File: src/rtl/uart_rx_pkg.sv
// Shared types and constants for the UART receive path.
//   rx_state_e : frame-sequencer state encoding (3-bit)
//   MID_OFS    : offset added to prescale/2 to get the in-bit sample edge
package uart_rx_pkg;

    typedef enum logic [2:0] {
        IDLE   = 3'd0,
        START  = 3'd1,
        DATA   = 3'd2,
        PARITY = 3'd3,
        STOP   = 3'd4
    } rx_state_e;

    // The sampler takes three samples centred on prescale/2; its majority
    // vote is settled two edges later.
    localparam int MID_OFS = 2;

endpackage

File: src/rtl/uart_edge_bit_cnt.sv
// Oversample edge counter and data bit counter for the UART receiver.
//   clk, rst_n  : clock, asynchronous active-low reset
//   clr         : synchronous clear of both counters (highest priority)
//   edge_run    : advance edge_cnt this cycle
//   edge_last   : edge_cnt is at the last edge of the bit; wrap to 0
//   bit_clr     : clear bit_cnt
//   bit_inc     : advance bit_cnt
//   edge_cnt    : oversample edge index within the current bit
//   bit_cnt     : data bit index
module uart_edge_bit_cnt #(
    parameter int PRESC_W = 6,
    parameter int BIT_W   = 4
) (
    input  logic               clk,
    input  logic               rst_n,
    input  logic               clr,
    input  logic               edge_run,
    input  logic               edge_last,
    input  logic               bit_clr,
    input  logic               bit_inc,
    output logic [PRESC_W-1:0] edge_cnt,
    output logic [BIT_W-1:0]   bit_cnt
);

    always_ff @(posedge clk or negedge rst_n) begin
        if (!rst_n) begin
            edge_cnt <= '0;
            bit_cnt  <= '0;
        end else if (clr) begin
            edge_cnt <= '0;
            bit_cnt  <= '0;
        end else begin
            if (edge_run)
                edge_cnt <= edge_last ? '0 : edge_cnt + PRESC_W'(1);
            if (bit_clr)
                bit_cnt <= '0;
            else if (bit_inc)
                bit_cnt <= bit_cnt + BIT_W'(1);
        end
    end

endmodule

File: src/rtl/uart_rx_ctrl.sv
// Frame-sequencing FSM for the UART receiver. Walks START/DATA/PARITY/STOP,
// drives the oversampling counters, strobes the checkers at the mid-bit edge
// and pulses data_valid once for every frame that passes its checks.
//   clk, rst_n    : clock, asynchronous active-low reset
//   EN            : receiver enable, low clears the sequencer synchronously
//   rx_in         : synchronised serial line (idle high)
//   prescale      : oversample ratio (8/16/32), captured at frame start
//   par_en        : frame has a parity bit
//   strt_glitch   : start checker flag (start bit sampled high)
//   par_err       : parity checker flag
//   stop_err      : stop checker flag
//   data_samp_en  : sampler enable, high outside IDLE
//   edge_cnt      : edge index within the bit
//   bit_cnt       : data bit index
//   strt_chk_en, deser_en, par_chk_en, stop_chk_en : mid-bit checker strobes
//   data_valid    : one-cycle pulse for an accepted frame
//   busy          : high outside IDLE
module uart_rx_ctrl
    import uart_rx_pkg::*;
#(
    parameter int DATA_WIDTH = 8,
    parameter int PRESC_W    = 6
) (
    input  logic                            clk,
    input  logic                            rst_n,
    input  logic                            EN,
    input  logic                            rx_in,
    input  logic [PRESC_W-1:0]              prescale,
    input  logic                            par_en,
    input  logic                            strt_glitch,
    input  logic                            par_err,
    input  logic                            stop_err,
    output logic                            data_samp_en,
    output logic [PRESC_W-1:0]              edge_cnt,
    output logic [$clog2(DATA_WIDTH+1)-1:0] bit_cnt,
    output logic                            strt_chk_en,
    output logic                            deser_en,
    output logic                            par_chk_en,
    output logic                            stop_chk_en,
    output logic                            data_valid,
    output logic                            busy
);

    localparam int BIT_W = $clog2(DATA_WIDTH+1);

    rx_state_e          state_q, state_d;
    logic [PRESC_W-1:0] presc_q;
    logic               par_en_q;
    logic               dv_q, dv_d;
    logic               latch_presc, latch_par;
    logic               cnt_clr, edge_run, bit_clr, bit_inc;
    logic               at_mid, at_last;

    assign at_mid  = (edge_cnt == (presc_q >> 1) + PRESC_W'(MID_OFS));
    assign at_last = (edge_cnt == presc_q - PRESC_W'(1));

    always_comb begin
        state_d     = state_q;
        cnt_clr     = 1'b0;
        edge_run    = 1'b0;
        bit_clr     = 1'b0;
        bit_inc     = 1'b0;
        latch_presc = 1'b0;
        latch_par   = 1'b0;
        dv_d        = 1'b0;
        case (state_q)
            IDLE: begin
                cnt_clr = 1'b1;
                if (!rx_in) begin
                    state_d     = START;
                    latch_presc = 1'b1;
                end
            end
            START: begin
                edge_run = 1'b1;
                if (at_last) begin
                    state_d = strt_glitch ? IDLE : DATA;
                    bit_clr = 1'b1;
                end
            end
            DATA: begin
                edge_run = 1'b1;
                if (at_last) begin
                    if (bit_cnt == BIT_W'(DATA_WIDTH-1)) begin
                        // par_en is only looked at here; later changes in the
                        // frame do not alter the frame shape or the verdict.
                        state_d   = par_en ? PARITY : STOP;
                        latch_par = 1'b1;
                        bit_clr   = 1'b1;
                    end else begin
                        bit_inc = 1'b1;
                    end
                end
            end
            PARITY: begin
                edge_run = 1'b1;
                if (at_last)
                    state_d = STOP;
            end
            STOP: begin
                edge_run = 1'b1;
                if (at_last) begin
                    dv_d = !stop_err && !(par_en_q && par_err);
                    // A low line right at the end of the stop bit is the next
                    // start bit: go straight to START without an IDLE cycle.
                    if (!rx_in) begin
                        state_d     = START;
                        latch_presc = 1'b1;
                        cnt_clr     = 1'b1;
                    end else begin
                        state_d = IDLE;
                    end
                end
            end
            default: state_d = IDLE;
        endcase
        if (!EN) begin
            state_d     = IDLE;
            cnt_clr     = 1'b1;
            latch_presc = 1'b0;
            latch_par   = 1'b0;
            dv_d        = 1'b0;
        end
    end

    always_ff @(posedge clk or negedge rst_n) begin
        if (!rst_n) begin
            state_q  <= IDLE;
            presc_q  <= '0;
            par_en_q <= 1'b0;
            dv_q     <= 1'b0;
        end else begin
            state_q <= state_d;
            dv_q    <= dv_d;
            if (latch_presc)
                presc_q <= prescale;
            if (latch_par)
                par_en_q <= par_en;
        end
    end

    uart_edge_bit_cnt #(
        .PRESC_W (PRESC_W),
        .BIT_W   (BIT_W)
    ) u_cnt (
        .clk       (clk),
        .rst_n     (rst_n),
        .clr       (cnt_clr),
        .edge_run  (edge_run),
        .edge_last (at_last),
        .bit_clr   (bit_clr),
        .bit_inc   (bit_inc),
        .edge_cnt  (edge_cnt),
        .bit_cnt   (bit_cnt)
    );

    assign busy         = (state_q != IDLE);
    assign data_samp_en = busy;
    assign strt_chk_en  = EN && (state_q == START)  && at_mid;
    assign deser_en     = EN && (state_q == DATA)   && at_mid;
    assign par_chk_en   = EN && (state_q == PARITY) && at_mid;
    assign stop_chk_en  = EN && (state_q == STOP)   && at_mid;
    assign data_valid   = dv_q;

endmodule
File: config.mk
export PLATFORM = sky130hd
export DESIGN_NAME = uart_rx_ctrl
export DESIGN_NICKNAME = d
export VERILOG_FILES = /design/src/rtl/uart_rx_pkg.sv /design/src/rtl/uart_edge_bit_cnt.sv /design/src/rtl/uart_rx_ctrl.sv
export SDC_FILE = /design/constraint.sdc
export NUM_CORES = 1
export LEC_CHECK = 0
export ABC_AREA = 1
export CAP_MARGIN = 25
export CORE_ASPECT_RATIO = 1.75
export CORE_UTILIZATION = 56
export CTS_CLUSTER_DIAMETER = 200
export DETAILED_ROUTE_END_ITERATION = 16
export GPL_ROUTABILITY_DRIVEN = 0
export PLACE_DENSITY = 0.85
export SYNTH_ARGS = -nofsm -noshare
export SYNTH_HDL_FRONTEND = slang
export SYNTH_SLANG_ARGS = --single-unit
File: constraint.sdc
create_clock -name clk -period 4.9 [get_ports clk]
set_input_delay 1.47 -clock clk [delete_from_list [all_inputs] [get_ports clk]]
set_output_delay 1.47 -clock clk [all_outputs]
set_load 0.02 [all_outputs]
==> results.md <==
- All-Layer GR Usage: 0.257
- Total congestion overflow: 0
- Setup-failing EPs final: 0
- Site Rows: 25
- Post-DRT Antenna Nets: 0
- Reg clk slew, reported paths: 80 ps
- Slew HR: 0.379
- Synth Net Count: 257
- Leak Pwr: 0.927 nW
- Worst vdd ir: 0.319 mV
- Most used flip-flop cell after synthesis: dfrtp_1
- Post-CTS Setup Bufs: 0
- Die Height: 73.4 um
- Crit path capture type: primary output
- Post-layout minimum cycle time: 4260 ps
- Skew final: 4.49 ps
- Hold_ws: 537 ps
- Warnings from Yosys: 0
- H-Tree Depth: 1
- # diodes: 0
- Worst skew pair latency: ~270 ps
- CTS tree: yes
- Max cap viols: 0
- Register area share after synthesis: 0.322
- IO Port Bufs: 30
- Most frequent cell after synthesis: nand2_1
- Crit-path max cell delay: roughly 610 ps
- Post-synth EDFFs: 0
- Slew Viols, Final: 0
- Pwr Density: 450 mW/mm2
- Slowest-stage cell, CP: clkdlybuf4s50_1
- Starting density of the core: 0.599
- Avg Inst Size Synth: a little under 7 um2
- Most common library cells after synthesis: nand2_1 (63), nor2_1 (30), inv_1 (28), nand3_1 (28), dfrtp_1 (21)
- DRT iter0 DRCs: 60
- Post-synth cell types: 30
- DR vias: 1618
- Layout area overhead: 22.6%
- Largest net degree at the start of global routing: 22
- Cell Chain, Critical Path: clkdlybuf4s50_1 > nand2_1 > nor2_1 > clkdlybuf4s50_1
- Die area: 0.00314 mm2
- Crit Path Class: in2out
- RSZ-0062 raised after global routing: no
- First-pass GRT wire length: a little over 6000 um
- Num CTS Buffers: 3
- Tightest Pin Transition: roughly 930 ps
- Top-area cell type share of the netlist area: 0.322
- Core ar.: 0.00272 mm2
- CP delay by family, top: buffers and inverters
- CTS hold repair buffers: 0
- Vias per cell: 5.48
- DPL Wire Length: 3020 um
- Total Nets Final: 289
- Synth async-reset ratio: 1.00
- WL final: 3730 um
- Initial antenna violation count: 0
- Die width: 42.8 um
- WP data arrival: ~2800 ps
- Detailed Routing Iterations Pass 1: 4
- Share of layout cells above drive strength 1: 0.0821
- CP most frequent cell: clkdlybuf4s50_1
- Period utilization: 0.869
- Synth Cell Area: 0.00163 mm2
- Required @ worst endpoint: 3430 ps
- Remaining DRCs: 0
- Status: completed
- Number of global-route vias before repair: 1505
- Leading area contributor after synthesis: dfrtp_1
- CTS resizes: 0
- TNS Setup: 0 ps
- Routed wire length per instance: 12.6 um
- Fillers: 226
- Hold Path Class: reg2reg
- Io pins: 31
- Clock tree buffer depth: 2
- Achievable Freq: 0.235 GHz
- Num Clock Sinks: 21
- Crit path buf inv count: 2
- Root buf cell: clkbuf_8
- Max FO, Critical Path: 4
- Top cells by area, synth: dfrtp_1 (32%), nand2_1 (15%), nand3_1 (8.6%), nor2_1 (6.9%), inv_1 (6.4%)
- CP startpoint kind: input pin
- Syn Inst Count: ~240
- Final Hold Vio Count: 0
- Synthesis-stage register bit count: 21
layout make-up:
type / instances / area [um2] / share of cell area
tap: 27 / 33.8 / 0.0169
timing repair buffer: 31 / 308 / 0.154
clock inverter: 1 / 7.51 / 0.00375
sequential: 21 / 526 / 0.263
inverter: 33 / 124 / 0.0620
multi-input combinational: 179 / 960 / 0.480
clock buffer: 3 / 41.3 / 0.0207
per-stage QoR:
stage          setup slack (ps)  utilization  cell area, um2  std cells  total power [mW]
6_report                    643        0.735            2000        295             0.899
5_1_grt                     543        0.735            2000        295             0.977
4_1_cts                     635        0.735            2000        295             0.901
3_5_place_dp                632        0.717            1950        291             0.782
3_3_place_gp                674        0.717            1950        291             0.772
2_1_floorplan              1390            -            1630        237             0.660
power by group:
group	internal, mW	switching (mW)	total (mW)
Combinational	0.191	0.324	0.516
Sequential	0.206	0.0583	0.265
Clock	0.0576	0.0611	0.119
Total	0.455	0.444	0.899
path summary, 6_finish.rpt:
kind	startpoint	endpoint	slack (ps)	depth (start not counted)
min	par_en_q$_DFFE_PN0P_	data_valid$_DFF_PN0_	540	3
min in group asynchronous	rst_n	data_valid$_DFF_PN0_	1710	1
max in group asynchronous	rst_n	u_cnt.edge_cnt[0]$_DFFE_PN0P_	2620	1
max reg2reg	presc_q[0]$_DFFE_PN0P_	presc_q[3]$_DFFE_PN0P_	2700	13
min reg2reg	par_en_q$_DFFE_PN0P_	data_valid$_DFF_PN0_	540	3
max	EN	strt_chk_en	640	4
flip-flops by register name, summed over array words and instances (netlist names):
| signal | cells |
|---|---|
| data_valid | 1 |
| presc_q | 6 |
| u_cnt.bit_cnt | 4 |
| state_q | 3 |
| par_en_q | 1 |
| u_cnt.edge_cnt | 6 |
cell usage in the layout (no fill, tap or decap), types with 4 or more instances in the layout:
master           netlist  final
inv_1                 28     28
nand4_1               12     12
nand2_1               63     63
nand3_1               28     28
nor2_1                30     30
inv_2                  5      5
nor3_1                 4      4
clkdlybuf4s50_1        0     30
xor2_1                 6      6
dfrtp_1               21     21
ha_1                   6      6
a21oi_1                4      4
xnor2_1                5      5
per-layer routing:
metal / track usage / vias to the layer above / part of all wire
li1: - / 826 / -
met1: 0.266 / 738 / 0.37
met2: 0.493 / 44 / 0.56
met3: 0.0221 / 10 / 0.041
met4: 0.128 / 0 / 0.030
met5: 0 / - / 0
cell families (layout without fill, tap and decap cells):
kind of cell             count (synthesis)  in the layout  synth area share
AND/OR/NAND/NOR                        147            147             0.407
buffers and inverters                   37             68            0.0890
flip-flops                              21             21             0.322
AO/OA/AOI/OAI                           13             13            0.0499
XOR/XNOR                                13             13            0.0860
adder cells (fa/ha/maj)                  6              6            0.0460
worst min-delay path, stage by stage, from the launching register on:
cell     delay, ps
dfrtp_1        350
nand2_1         50
nand2_1         60
nor3_1          40
Power figures use the tool's default switching activity.
